--- config.mk ---
export PLATFORM = sky130hd
export DESIGN_NAME = vga_genlock_timing_gen
export DESIGN_NICKNAME = d
export VERILOG_FILES = /design/src/rtl/vga_genlock_timing_gen.sv
export SDC_FILE = /design/constraint.sdc
export NUM_CORES = 1
export LEC_CHECK = 0
export ABC_AREA = 1
export ABC_CLOCK_PERIOD_IN_PS = 4850
export CAP_MARGIN = 30
export CORE_ASPECT_RATIO = 0.75
export CORE_UTILIZATION = 54
export DETAILED_ROUTE_END_ITERATION = 10
export MAX_ROUTING_LAYER = met4
export PLACE_DENSITY = 0.86
export SYNTH_ARGS = -nofsm -noshare
export SYNTH_HDL_FRONTEND = slang
export SYNTH_SLANG_ARGS = --single-unit
--- constraint.sdc ---
create_clock -name iCLK -period 4.85 [get_ports iCLK]
set_input_delay 0.7275 -clock iCLK [delete_from_list [all_inputs] [get_ports iCLK]]
set_output_delay 0.7275 -clock iCLK [all_outputs]
set_load 0.02 [all_outputs]
--- src/rtl/vga_genlock_timing_gen.sv ---
// VGA timing generator with camera genlock.
// Measures the incoming HS line period. After LOCK_LINES consecutive matching
// periods, the H/V counters are slaved to the camera HS/VS edges. Otherwise
// they free-run on H_TOTAL / V_TOTAL.
// Optional build macro: VGA_GENLOCK_PATTERN_EN. When it is defined, an 8-bar
// colour test pattern replaces the input pixels while the generator is unlocked.
module vga_genlock_timing_gen #(
    parameter int DW         = 10,
    parameter int CW         = 13,
    parameter int H_TOTAL    = 800,
    parameter int H_SYNC_CYC = 96,
    parameter int X_START    = 144,
    parameter int H_ACT      = 640,
    parameter int V_TOTAL    = 525,
    parameter int V_SYNC_CYC = 2,
    parameter int Y_START    = 35,
    parameter int V_ACT      = 480,
    parameter int REQ_LEAD   = 1,
    parameter int LOCK_TOL   = 2,
    parameter int LOCK_LINES = 4
) (
    input  logic          iCLK,
    input  logic          iRST_N,
    input  logic          iHS,
    input  logic          iVS,
    input  logic [DW-1:0] iRed,
    input  logic [DW-1:0] iGreen,
    input  logic [DW-1:0] iBlue,
    output logic          oRequest,
    output logic [DW-1:0] oVGA_R,
    output logic [DW-1:0] oVGA_G,
    output logic [DW-1:0] oVGA_B,
    output logic          oVGA_H_SYNC,
    output logic          oVGA_V_SYNC,
    output logic          oVGA_BLANK,
    output logic          oVGA_SYNC,
    output logic          oVGA_CLOCK,
    output logic          oLOCKED,
    output logic [CW-1:0] oH_CNT,
    output logic [CW-1:0] oV_CNT
);

    typedef enum logic [1:0] {FREERUN = 2'd0, ACQUIRE = 2'd1, LOCKED = 2'd2} state_t;

    localparam int MW = $clog2(LOCK_LINES + 1) + 1;

    // All range limits are one bit wider than the counters so that
    // end-of-range values never wrap.
    localparam logic [CW-1:0] CNT_MAX = {CW{1'b1}};
    localparam logic [CW-1:0] C_ONE   = CW'(1);
    localparam logic [CW:0]   W_ONE   = (CW+1)'(1);
    localparam logic [CW:0]   H_LAST  = (CW+1)'(H_TOTAL - 1);
    localparam logic [CW:0]   V_LAST  = (CW+1)'(V_TOTAL - 1);
    localparam logic [CW:0]   HS_END  = (CW+1)'(H_SYNC_CYC);
    localparam logic [CW:0]   VS_END  = (CW+1)'(V_SYNC_CYC);
    localparam logic [CW:0]   X_LO    = (CW+1)'(X_START);
    localparam logic [CW:0]   X_HI    = (CW+1)'(X_START + H_ACT);
    localparam logic [CW:0]   Y_LO    = (CW+1)'(Y_START);
    localparam logic [CW:0]   Y_HI    = (CW+1)'(Y_START + V_ACT);
    localparam logic [CW:0]   REQ_LO  = (CW+1)'(X_START - REQ_LEAD);
    localparam logic [CW:0]   REQ_HI  = (CW+1)'(X_START + H_ACT - REQ_LEAD);
    localparam logic [CW:0]   TOL     = (CW+1)'(LOCK_TOL);
    localparam logic [CW:0]   TMO     = (CW+1)'(2 * H_TOTAL);
    localparam logic [MW-1:0] M_ONE   = MW'(1);
    localparam logic [MW-1:0] LOCK_N  = MW'(LOCK_LINES);

    state_t        state_q;
    logic          locked_q;
    logic [MW-1:0] match_q;
    logic          rhs_q, rvs_q;
    logic [CW-1:0] pcnt_q;
    logic [CW:0]   prev_q;
    logic [CW-1:0] hcnt_q, hcnt_d, vcnt_q, vcnt_d;
    logic [CW-1:0] hdly_q, vdly_q;
    logic          req_q;

    logic          hs_fall, vs_fall;
    logic [CW:0]   h_x, v_x, hp1, meas, diff;
    logic          period_ok, timeout, h_wrap, h_active, v_active, active;

    assign hs_fall   = rhs_q & ~iHS;
    assign vs_fall   = rvs_q & ~iVS;
    assign h_x       = {1'b0, hcnt_q};
    assign v_x       = {1'b0, vcnt_q};
    assign hp1       = h_x + W_ONE;
    assign meas      = {1'b0, pcnt_q} + W_ONE;
    assign diff      = (meas >= prev_q) ? (meas - prev_q) : (prev_q - meas);
    assign period_ok = (diff <= TOL);
    assign timeout   = ~hs_fall & ({1'b0, pcnt_q} >= TMO);
    assign h_wrap    = (h_x >= H_LAST);
    assign h_active  = (h_x >= X_LO) && (h_x < X_HI);
    assign v_active  = (v_x >= Y_LO) && (v_x < Y_HI);
    assign active    = h_active & v_active;

    assign oVGA_H_SYNC = (h_x >= HS_END);
    assign oVGA_V_SYNC = (v_x >= VS_END);
    assign oVGA_BLANK  = active;
    assign oVGA_SYNC   = 1'b0;
    assign oVGA_CLOCK  = iCLK;
    assign oLOCKED     = locked_q;
    assign oRequest    = req_q;
    assign oH_CNT      = hdly_q;
    assign oV_CNT      = vdly_q;

    // Genlock state machine: acquire after LOCK_LINES matching periods, drop on mismatch or timeout.
    always_ff @(posedge iCLK or negedge iRST_N) begin
        if (!iRST_N) begin
            state_q  <= FREERUN;
            match_q  <= '0;
            locked_q <= 1'b0;
        end else begin
            case (state_q)
                FREERUN: begin
                    if (hs_fall) begin
                        state_q <= ACQUIRE;
                        match_q <= '0;
                    end
                end
                ACQUIRE: begin
                    if (hs_fall) begin
                        if (period_ok) begin
                            if (match_q + M_ONE >= LOCK_N) begin
                                state_q  <= LOCKED;
                                locked_q <= 1'b1;
                                match_q  <= '0;
                            end else begin
                                match_q <= match_q + M_ONE;
                            end
                        end else begin
                            match_q <= '0;
                        end
                    end else if (timeout) begin
                        state_q <= FREERUN;
                    end
                end
                LOCKED: begin
                    if ((hs_fall && !period_ok) || timeout) begin
                        state_q  <= FREERUN;
                        locked_q <= 1'b0;
                    end
                end
                default: begin
                    state_q  <= FREERUN;
                    locked_q <= 1'b0;
                end
            endcase
        end
    end

    // Input edge samplers and line-period measurement.
    always_ff @(posedge iCLK or negedge iRST_N) begin
        if (!iRST_N) begin
            rhs_q  <= 1'b0;
            rvs_q  <= 1'b0;
            pcnt_q <= '0;
            prev_q <= '0;
        end else begin
            rhs_q <= iHS;
            rvs_q <= iVS;
            if (hs_fall) begin
                pcnt_q <= '0;
                prev_q <= meas;
            end else if (pcnt_q != CNT_MAX) begin
                pcnt_q <= pcnt_q + C_ONE;
            end
        end
    end

    // Next counter values: free-run wrap, or slaved to camera edges while locked.
    always_comb begin
        hcnt_d = h_wrap ? '0 : hcnt_q + C_ONE;
        vcnt_d = vcnt_q;
        if (h_wrap) begin
            vcnt_d = (v_x >= V_LAST) ? '0 : vcnt_q + C_ONE;
        end
        if (state_q == LOCKED) begin
            hcnt_d = hs_fall ? '0 : ((hcnt_q == CNT_MAX) ? hcnt_q : hcnt_q + C_ONE);
            if (vs_fall) begin
                vcnt_d = '0;
            end else if (hs_fall) begin
                vcnt_d = (vcnt_q == CNT_MAX) ? vcnt_q : vcnt_q + C_ONE;
            end else begin
                vcnt_d = vcnt_q;
            end
        end
    end

    // Counters, their one-clock-delayed copies and the early pixel request.
    always_ff @(posedge iCLK or negedge iRST_N) begin
        if (!iRST_N) begin
            hcnt_q <= '0;
            vcnt_q <= '0;
            hdly_q <= '0;
            vdly_q <= '0;
            req_q  <= 1'b0;
        end else begin
            hcnt_q <= hcnt_d;
            vcnt_q <= vcnt_d;
            hdly_q <= hcnt_q;
            vdly_q <= vcnt_q;
            req_q  <= (hp1 >= REQ_LO) && (hp1 < REQ_HI) && v_active;
        end
    end

`ifdef VGA_GENLOCK_PATTERN_EN
    logic [CW-1:0] bar_off;
    logic [CW+2:0] bar_w;
    logic [2:0]    bar;
    assign bar_off = hcnt_q - X_LO[CW-1:0];
    assign bar_w   = {bar_off, 3'b000} / (CW+3)'(H_ACT);
    assign bar     = 3'(bar_w);
`endif

    // Colour gating: pixels only inside the active window.
    always_comb begin
        oVGA_R = '0;
        oVGA_G = '0;
        oVGA_B = '0;
        if (active) begin
`ifdef VGA_GENLOCK_PATTERN_EN
            if (!locked_q) begin
                oVGA_R = {DW{bar[0]}};
                oVGA_G = {DW{bar[1]}};
                oVGA_B = {DW{bar[2]}};
            end else begin
                oVGA_R = iRed;
                oVGA_G = iGreen;
                oVGA_B = iBlue;
            end
`else
            oVGA_R = iRed;
            oVGA_G = iGreen;
            oVGA_B = iBlue;
`endif
        end
    end

endmodule

[After elaboration in Yosys (flattened, before gate mapping)]
Cells that the tools add are included.
Storage, ports and cells
  flip-flop bits (word level): 89
  output and inout port bits: 63
  word-level logic and storage cells: 106
Operators by class
  add/subtract/negate cells: 8
  $lt $le $gt $ge: 14
  eq/ne operators: 16
  muxes and demuxes: 33
  bitwise logic cells: 8
  reductions and logical operators: 15
Operators with widths (count)
  two-way mux 13 bit: 12
  adder 13 x 1 -> 13 bit (second input constant): 3
  two-way mux 10 bit: 3
  adder 13 x 1 -> 14 bit (second input constant): 2
  subtractor 14 bit: 2
  == test 13 bit (second input constant): 2
  greater-or-equal comparator 13 x 10 -> 1 bit (second input constant): 2
  < comparator 13 x 10 -> 1 bit (second input constant): 2
  inequality test 3 bit (second input constant): 6
  two-way mux 4 bit: 4
  greater-or-equal comparator 14 bit: 1
  greater-or-equal comparator 14 x 8 -> 1 bit (second input constant): 1
  less-or-equal comparator 14 x 2 -> 1 bit (second input constant): 1
  < comparator 14 x 10 -> 1 bit (second input constant): 1
  two-way mux 14 bit: 1
  greater-or-equal comparator 13 x 11 -> 1 bit (second input constant): 1
  greater-or-equal comparator 13 x 2 -> 1 bit (second input constant): 1
  greater-or-equal comparator 13 x 6 -> 1 bit (second input constant): 1
  greater-or-equal comparator 13 x 7 -> 1 bit (second input constant): 1
  greater-or-equal comparator 13 x 8 -> 1 bit (second input constant): 1
  inequality test 13 bit (second input constant): 1
  two-way mux 2 bit: 6
  inequality test 2 bit (second input constant): 5
  AND reduction 5 bit: 2
  other kinds (16): 32

[Longest topological paths before layout]
Gate-level depths: netlist of the first run.
  depth in word-level cells: 9
  depth in mapped cells: 32

==> results of run 1 <==
critical path, delay by kind of cell (launching register included):
family                   cells  cell delay, ns
XOR/XNOR                     2            0.42
AO/OA/AOI/OAI                2            0.36
AND/OR/NAND/NOR             16            1.81
flip-flops                   1            0.39
buffers and inverters        5            0.52
adder cells (fa/ha/maj)      2            0.56
final cells by class:
type                       count  area share, %
clock buffer                  15           4.52
multi-input combinational    550           40.1
clock inverter                 3           1.24
tap                          136           2.35
sequential                    89           30.7
timing repair buffer          98           13.3
inverter                     149           7.71
cells by family (layout without fill, tap and decap cells):
group                      Yosys count  in the layout
and+or+nand+nor                    374            374
AOI/OAI and AO/OA                  122            122
buffers and inverters              164            265
other                                1              1
DFF                                 89             89
adders and majority gates           35             35
xor gates and xnor gates            18             18
layer usage:
| metal | up-vias | GRT usage [%] |
|---|---|---|
| met4 | 0 | 9.26 |
| met1 | 2561 | 43.0 |
| li1 | 2730 | - |
| met2 | 223 | 40.8 |
| met5 | - | - |
| met3 | 30 | 7.09 |
state kept, by name, summed over array words and instances (netlist names), 2 cells and up:
| register | cells |
|---|---|
| state_q | 2 |
| pcnt_q | 13 |
| oV_CNT | 13 |
| match_q | 4 |
| oH_CNT | 13 |
| prev_q | 14 |
| hcnt_q | 13 |
| vcnt_q | 13 |
path summary, 6_finish.rpt:
check	end	slack, ns
setup / recovery	state_q[0]	0.66
hold / removal	hcnt_q[2]	0.21
setup reg to reg	state_q[0]	0.66
hold reg to reg	oV_CNT[6]	0.40
max in group asynchronous	pcnt_q[1]	3.62
min in group iCLK	oV_CNT[6]	0.40
cells in the final DEF (no fill, tap or decap), drive strengths merged, types with 5 or more instances in the layout:
master and n:
xor2 17, o211ai 6, clkdlybuf4s50 94, o21ai 60
dfrtp 89, nand3 50, clkbuf 14, nor2 92
nor3 15, a21oi 37, ha 33, buf 5
nand4 12, inv 149, nand2 196, a31oi 5
metrics by stage:
step / power [mW] / util, % / setup WS [ns]
finish: 4.11 / 70.0 / 0.662
global placement: 3.11 / 66.0 / 0.968
detailed placement: 3.14 / 66.0 / 0.796
floorplan: 2.58 / - / 1.42
global route: 4.39 / 70.0 / 0.299
CTS: 4.08 / 70.0 / 0.693
power breakdown:
part / leakage (nW) / switching, mW / internal (mW)
Clock: 0.203 / 0.306 / 0.631
Sequential: 1.20 / 0.125 / 0.889
Combinational: 2.37 / 1.38 / 0.781
Total: 3.76 / 1.81 / 2.30
==> impl_metrics.ini, run 1 <==
[outcome]
outcome = finished clean

[hold_path]
hold_path_class = input port to async pin

[critical_path]
startpoint_type = register
required_ns = 5.20
slowest_stage = dfrtp_1
r2r-start = pcnt_q[0]
crit_type = register to register
end_kind = register
cp_slowest_stage_delay_ns = 0.39
critical_path_arrival_ns = 4.53
critPathLaunch = pcnt_q[0]
r2r_cells = 27
crit_top_cell = nand2_1
critPathMaxFanout = 17

[synthesis]
synth_compound_area_share_pct = 11.9
synth_top_family_by_area = simple AND/OR/NAND/NOR gates
synth_nets = 872
synthXorXnorAreaFrac_pct = 2.72
yosys-mux-area-fraction_pct = 0
ys_seq_elements = 89
netlist.top_cell.by_area = dfrtp_1
yosysMostFrequentCell = nand2_1
avgSynthCellArea_um2 = 7.21
synth_top_area_share_pct = 38.5
yosys-top-cells-area = dfrtp_1, nand2_1, inv_1
yosysSeqAreaShare_pct = 38.5
synth_cell_types = 42
yosys_warnings = 0
synth_edf_count = 0
ys.flop_type = dfrtp_1
synth_fa_ha_area_share_pct = 7.83
synth_area_mm2 = 0.00579
synthTopCellsByCount = nand2_1, inv_1, dfrtp_1
synth_simple_gate_area_share_pct = 27.8
netlist_instances = 803
synthArstFlopShare_pct = 100

[layout]
finalInstanceArea_mm2 = 0.00725
drive_gt1_share_pct = 5.20
syn_to_final_growth_pct = 25.4
final_cells = 1040
multi_input_area_mm2 = 0.00291
diodes = 0
fillers = 787
seqCellArea_mm2 = 0.00223
nNetsFinal = 970

[run]
max_cap_violations = 0

[die]
start_util_pct = 55.8
num_rows = 32
die_width_um = 122
ios = 97
core-area_mm2 = 0.0104
die_h_um = 91.7
dieArea_mm2 = 0.0111

[placed_design]
port_buffers = 95
gp_congestion = 0.925
hpwl_mm = 11.1
place_inst = 1023
place_area_mm2 = 0.00685

[clocking]
insertion_delay_ns = 0.46
post_cts_buffers = 0
cts_hold_buf = 0
tritoncts = done
clkTransAtPathRegs_ns = 0.06
cts_resized = 0

[drt]
dr_wl_met2_mm = 6.59
viasPerCell = 5.33
post_drt_wl_per_cell_um = 14.6
num_vias = 5544
dr.max_layer_used = met4
antenna_left = 0
wirelength_mm = 15.2
first_pass_iters = 7
route.detailed.drc = 0
wl_met3_mm = 1.20
drtIter0Drc = 588
wl_met1_mm = 7.18

[timing]
setup_viol = 0
holdWs_ns = 0.209
rsz0062_at_grt = no
clock.fmax_mhz = 239
fin_skew_ns = 0.00598
drv_slew = 0
period_share_pct = 86.3
finalHoldViolCount = 0
setup_tns_ns = 0
slew_headroom_pct = 48.5
min_period_ns = 4.19
worstMarginPinSlew_ns = 0.764

[power_and_ir_drop]
leakagePower_nw = 3.76
irDropWorstVdd_uv = 364
power.density_mw_per_mm2 = 567

[global_route]
grt_pass1_vias = 5002
grt_first_pass_wirelength_mm = 24.7
overflow = 0
track_usage_pct = 29.7
antenna_found_initial = 0
grt_max_degree = 55
Power figures use the tool's default switching activity.
==> run 2, diff against run 1 <==
MAX_ROUTING_LAYER = unset   (was met4)
==> impl_metrics.ini, run 2 (synthesis results as in run 1) <==
[drt]
route.detailed.drc = 0
post_drt_wl_per_cell_um = 15.0
antenna_left = 0
viasPerCell = 5.37
num_vias = 5597
wirelength_mm = 15.6
first_pass_iters = 5
drtIter0Drc = 668

[power_and_ir_drop]
leakagePower_nw = 3.75
power_mw = 4.04
irDropWorstVdd_uv = 376
power.density_mw_per_mm2 = 559

[layout]
finalInstanceArea_mm2 = 0.00722
largest_register_ffs = 14
fillers = 791
syn_to_final_growth_pct = 24.8
drive_gt1_share_pct = 5.52
regMostFlops = prev_q
final_common_cell = nand2_1
final_cell_mix = nand2_1, inv_1, clkdlybuf4s50_1
seqCellArea_mm2 = 0.00223
nNetsFinal = 970
multi_input_area_mm2 = 0.00291
final_util_pct = 69.7
diodes = 0

[clocking]
clkTransAtPathRegs_ns = 0.07
cts_hold_buf = 0
tritoncts = done
insertion_delay_ns = 0.46
post_cts_buffers = 0
cts_resized = 0

[global_route]
grt_max_degree = 61
grt_first_pass_wirelength_mm = 25.3
grt_pass1_vias = 5085
track_usage_pct = 29.4
overflow = 0
antenna_found_initial = 0

[placed_design]
place_ws_ns = 0.721
port_buffers = 95
place_area_mm2 = 0.00685
gp_congestion = 0.945
hpwl_mm = 11.4

[timing]
clock.fmax_mhz = 234
rsz0062_at_grt = no
finalHoldViolCount = 0
setup_viol = 0
drv_slew = 0
setup_slack_ns = 0.582
slew_headroom_pct = 50.1
min_period_ns = 4.27
setup_tns_ns = 0
period_share_pct = 88.0
fin_skew_ns = 0.00512
worstMarginPinSlew_ns = 0.748

[critical_path]
crit_top_cell = nand2_1
end_kind = register
critPathBufInv = 5
slowest_stage = dfrtp_1
required_ns = 5.19
reg2reg_setup_slack_ns = 0.58
r2r-start = pcnt_q[0]
r2r_end = state_q[0]
startpoint_type = register
critPathMaxFanout = 17
cp_top_family = simple AND/OR/NAND/NOR gates
r2r_cells = 27
cp_slowest_stage_delay_ns = 0.42
crit_type = register to register
critical_path_arrival_ns = 4.61

[die]
num_rows = 32
die_h_um = 91.7
start_util_pct = 55.8
dieArea_mm2 = 0.0111
die_width_um = 122
ios = 97
core-area_mm2 = 0.0104

[outcome]
outcome = finished clean

[run]
max_cap_violations = 0

[hold_path]
hold_path_class = input port to async pin
run 2: cell types whose count changed in the layout (fill, tap and decap cells not counted):
| cell | before | now |
|---|---|---|
| clkinv_4 | 0 | 1 |
| clkinvlp_4 | 0 | 1 |
| clkinv_2 | 0 | 1 |
| inv_6 | 0 | 3 |
| clkbuf_1 | 1 | 0 |
| bufinv_16 | 3 | 1 |
| clkbuf_8 | 1 | 0 |
run 2: metrics by stage:
step / cells / hold slack [ns]
after floorplan: 803 / 0.374
after global placement: 1023 / 0.389
final: 1042 / 0.334
after global routing: 1042 / 0.394
after CTS: 1042 / 0.370
after detailed placement: 1023 / 0.387
run 2: worst register-to-register path: stages (launching register included):
cell and delay [ns]:
dfrtp_1 0.42, ha_1 0.19, nand2_1 0.10, nor2_1 0.11, inv_1 0.07, nor2_1 0.13, inv_1 0.05, nor2_1 0.17
xor2_1 0.32, inv_1 0.08, ha_1 0.37, nand2_2 0.16, inv_1 0.06, nand2_1 0.06, nand2_1 0.08, a21oi_2 0.17
nand3_4 0.20, inv_2 0.26, nand2_1 0.07, nand2_1 0.09, xor2_1 0.16, nand4_1 0.16, nor2_2 0.18, nand2_2 0.10
a21oi_2 0.19, nand2_1 0.08, nand2_1 0.07, nand2_1 0.06
run 2: worst max path at each step:
stage	from	to	slack [ns]	cells after the start
finish	pcnt_q[0]	state_q[0]	0.58	27
global route	pcnt_q[0]	state_q[0]	0.21	27
CTS	pcnt_q[0]	state_q[0]	0.66	27
detailed placement	pcnt_q[0]	state_q[0]	0.72	27
global placement	pcnt_q[0]	state_q[0]	1.02	23
floorplan	pcnt_q[0]	state_q[0]	1.42	28
run 2: cell type report:
type,count,area share (%)
Sequential cell,89,30.8
Timing Repair Buffer,98,13.4
Clock buffer,13,4.30
Inverter,149,7.74
Tap cell,136,2.36
Clock inverter,7,1.07
Multi-Input combinational cell,550,40.3
run 2: layer usage:
metal  global-route usage (%)  share of wire (%)  up-vias
met4                     8.02                1.5        0
met1                     42.7                 45     2584
met2                     42.8                 45      257
met5                        0                  0        -
met3                     8.33                8.9       24
li1                         -                  -     2732
run 2: power by group:
part           switching [mW]  internal [mW]  leakage [nW]
logic                    1.38          0.782          2.37
clock network           0.338          0.524         0.188
registers               0.124          0.889          1.20
total                    1.85           2.20          3.75
==> run 3, diff against run 2 <==
--- a/config.mk
+++ b/config.mk
@@ -7,3 +7,2 @@
 export LEC_CHECK = 0
-export ABC_AREA = 1
 export ABC_CLOCK_PERIOD_IN_PS = 4850
==> constraint.sdc (replaced) <==
create_clock -name iCLK -period 4.85 [get_ports iCLK]
set_input_delay 1.2125 -clock iCLK [delete_from_list [all_inputs] [get_ports iCLK]]
set_output_delay 1.2125 -clock iCLK [all_outputs]
set_load 0.02 [all_outputs]
==> impl_metrics.ini, run 3 <==
[outcome]
outcome = finished clean

[timing]
setup_slack_ns = 0.312
fin_skew_ns = 0.00649
rsz0062_at_grt = no
worstMarginPinSlew_ns = 0.712
finalHoldViolCount = 0
setup_viol = 0
drv_slew = 0
min_period_ns = 4.54
slew_headroom_pct = 52.6
setup_tns_ns = 0
clock.fmax_mhz = 220
period_share_pct = 93.6

[power_and_ir_drop]
irDropWorstVdd_uv = 329
leakagePower_nw = 3.30
power.density_mw_per_mm2 = 535

[layout]
finalInstanceArea_mm2 = 0.00715
syn_to_final_growth_pct = 25.3
largest_register_ffs = 14
diodes = 0
fillers = 761
drive_gt1_share_pct = 5.97
multi_input_area_mm2 = 0.00319
final_cells = 873
regMostFlops = prev_q
final_cell_mix = clkdlybuf4s50_1, dfrtp_1, nand2_1
final_common_cell = clkdlybuf4s50_1
seqCellArea_mm2 = 0.00223
nNetsFinal = 801

[clocking]
insertion_delay_ns = 0.45
post_cts_buffers = 0
tritoncts = done
cts_resized = 0
clkTransAtPathRegs_ns = 0.06
cts_hold_buf = 0

[placed_design]
port_buffers = 95
place_ws_ns = 0.396
gp_congestion = 0.958
place_inst = 854
place_area_mm2 = 0.00673
hpwl_mm = 11.3

[drt]
antenna_left = 0
num_vias = 5171
wirelength_mm = 15.4
route.detailed.drc = 0
viasPerCell = 5.92
post_drt_wl_per_cell_um = 17.6
drtIter0Drc = 443
first_pass_iters = 5

[synthesis]
synthTopCellsByCount = dfrtp_1, nand2_1, o21ai_0
netlist_instances = 647
ys.flop_type = dfrtp_1
ys_seq_elements = 89
yosysSeqAreaShare_pct = 39.0
synth_edf_count = 0
synthArstFlopShare_pct = 100
synth_cell_types = 75
yosysMostFrequentCell = dfrtp_1
synth_area_mm2 = 0.00571
synth_nets = 716
synth_top_area_share_pct = 39.0
avgSynthCellArea_um2 = 8.82
netlist.top_cell.by_area = dfrtp_1
yosys-top-cells-area = dfrtp_1, ha_1, o21ai_0
yosys_warnings = 0

[die]
ios = 97
start_util_pct = 55.5
core-area_mm2 = 0.0103
die_h_um = 91.1
dieArea_mm2 = 0.0110
num_rows = 32
die_width_um = 121

[hold_path]
hold_depth = 0
hold_path_class = register to register

[critical_path]
critPathMaxFanout = 31
end_kind = primary output
startpoint_type = register
r2r_cells = 16
required_ns = 3.64
critical_path_arrival_ns = 3.33
crit_type = register to primary output

[global_route]
overflow = 0
grt_first_pass_wirelength_mm = 25.3
grt_pass1_vias = 4934
track_usage_pct = 29.9
antenna_found_initial = 0
grt_max_degree = 57

[run]
max_cap_violations = 0
## run 3: cell types whose count changed after synthesis, sizes merged, moves of 11 or more
cell | before | now
and2 | 1 | 34
and3 | 0 | 17
clkbuf | 8 | 19
inv | 149 | 42
nand2 | 196 | 59
nand3 | 50 | 24
nor2 | 92 | 37
xnor2 | 1 | 20
## run 3: area by class of cell
cell class	instances	share of cell area (%)
Tap cell	136	2.38
Timing Repair Buffer	102	14.0
Clock buffer	13	4.34
Clock inverter	7	1.42
Sequential cell	89	31.1
Multi-Input combinational cell	484	44.6
Inverter	42	2.20
## run 3: metal layers
layer / share of wire (%) / vias up / track usage, %
li1: - / 2421 / -
met1: 46 / 2483 / 43.5
met2: 45 / 240 / 43.2
met3: 7.5 / 27 / 7.16
met4: 1.5 / 0 / 10.2
met5: 0 / - / 0
## run 3: critical path, cell delays in order (launching register included)
cell and delay, ns:
dfrtp_1 0.46, nor3_1 0.36, nand3_1 0.12, a221o_1 0.45, a2111oi_2 0.36, buf_4 0.31, and2_1 0.19, clkdlybuf4s50_1 0.61
## run 3: worst paths after layout
| check | from | endpoint | slack (ns) |
|---|---|---|---|
| min | vcnt_q[12] | oV_CNT[12] | 0.43 |
| min reg2reg | vcnt_q[12] | oV_CNT[12] | 0.43 |
| max | vcnt_q[3] | oVGA_B[7] | 0.31 |
| max reg2reg | pcnt_q[0] | oLOCKED | 0.42 |
| min in group asynchronous | iRST_N | oH_CNT[2] | 0.80 |
| max in group asynchronous | iRST_N | pcnt_q[11] | 3.16 |
## run 3: power by group
part	internal, mW	total, mW	switching (mW)
combinational	0.821	1.94	1.12
clock	0.574	0.898	0.323
sequential	0.854	0.988	0.134
## run 3: cell families (layout without fill, tap and decap cells)
family,count (synthesis),count (layout),synth area share (%)
simple gates,240,240,21.8
compound gates,162,162,18.4
flops,89,89,39.0
buf+inv,74,164,5.61
xor+xnor,42,42,6.44
fa+ha+maj,36,36,8.11
mux,3,3,0.548
other cells,1,1,0.0657
## run 3: metrics by stage
step / total power, mW / hold WS (ns) / util [%]
6_report: 3.83 / 0.428 / 69.5
5_1_grt: 4.06 / 0.453 / 69.5
3_5_place_dp: 2.89 / 0.410 / 65.4
3_3_place_gp: 2.87 / 0.409 / 65.4
4_1_cts: 3.78 / 0.424 / 69.3
2_1_floorplan: 2.43 / 0.352 / -
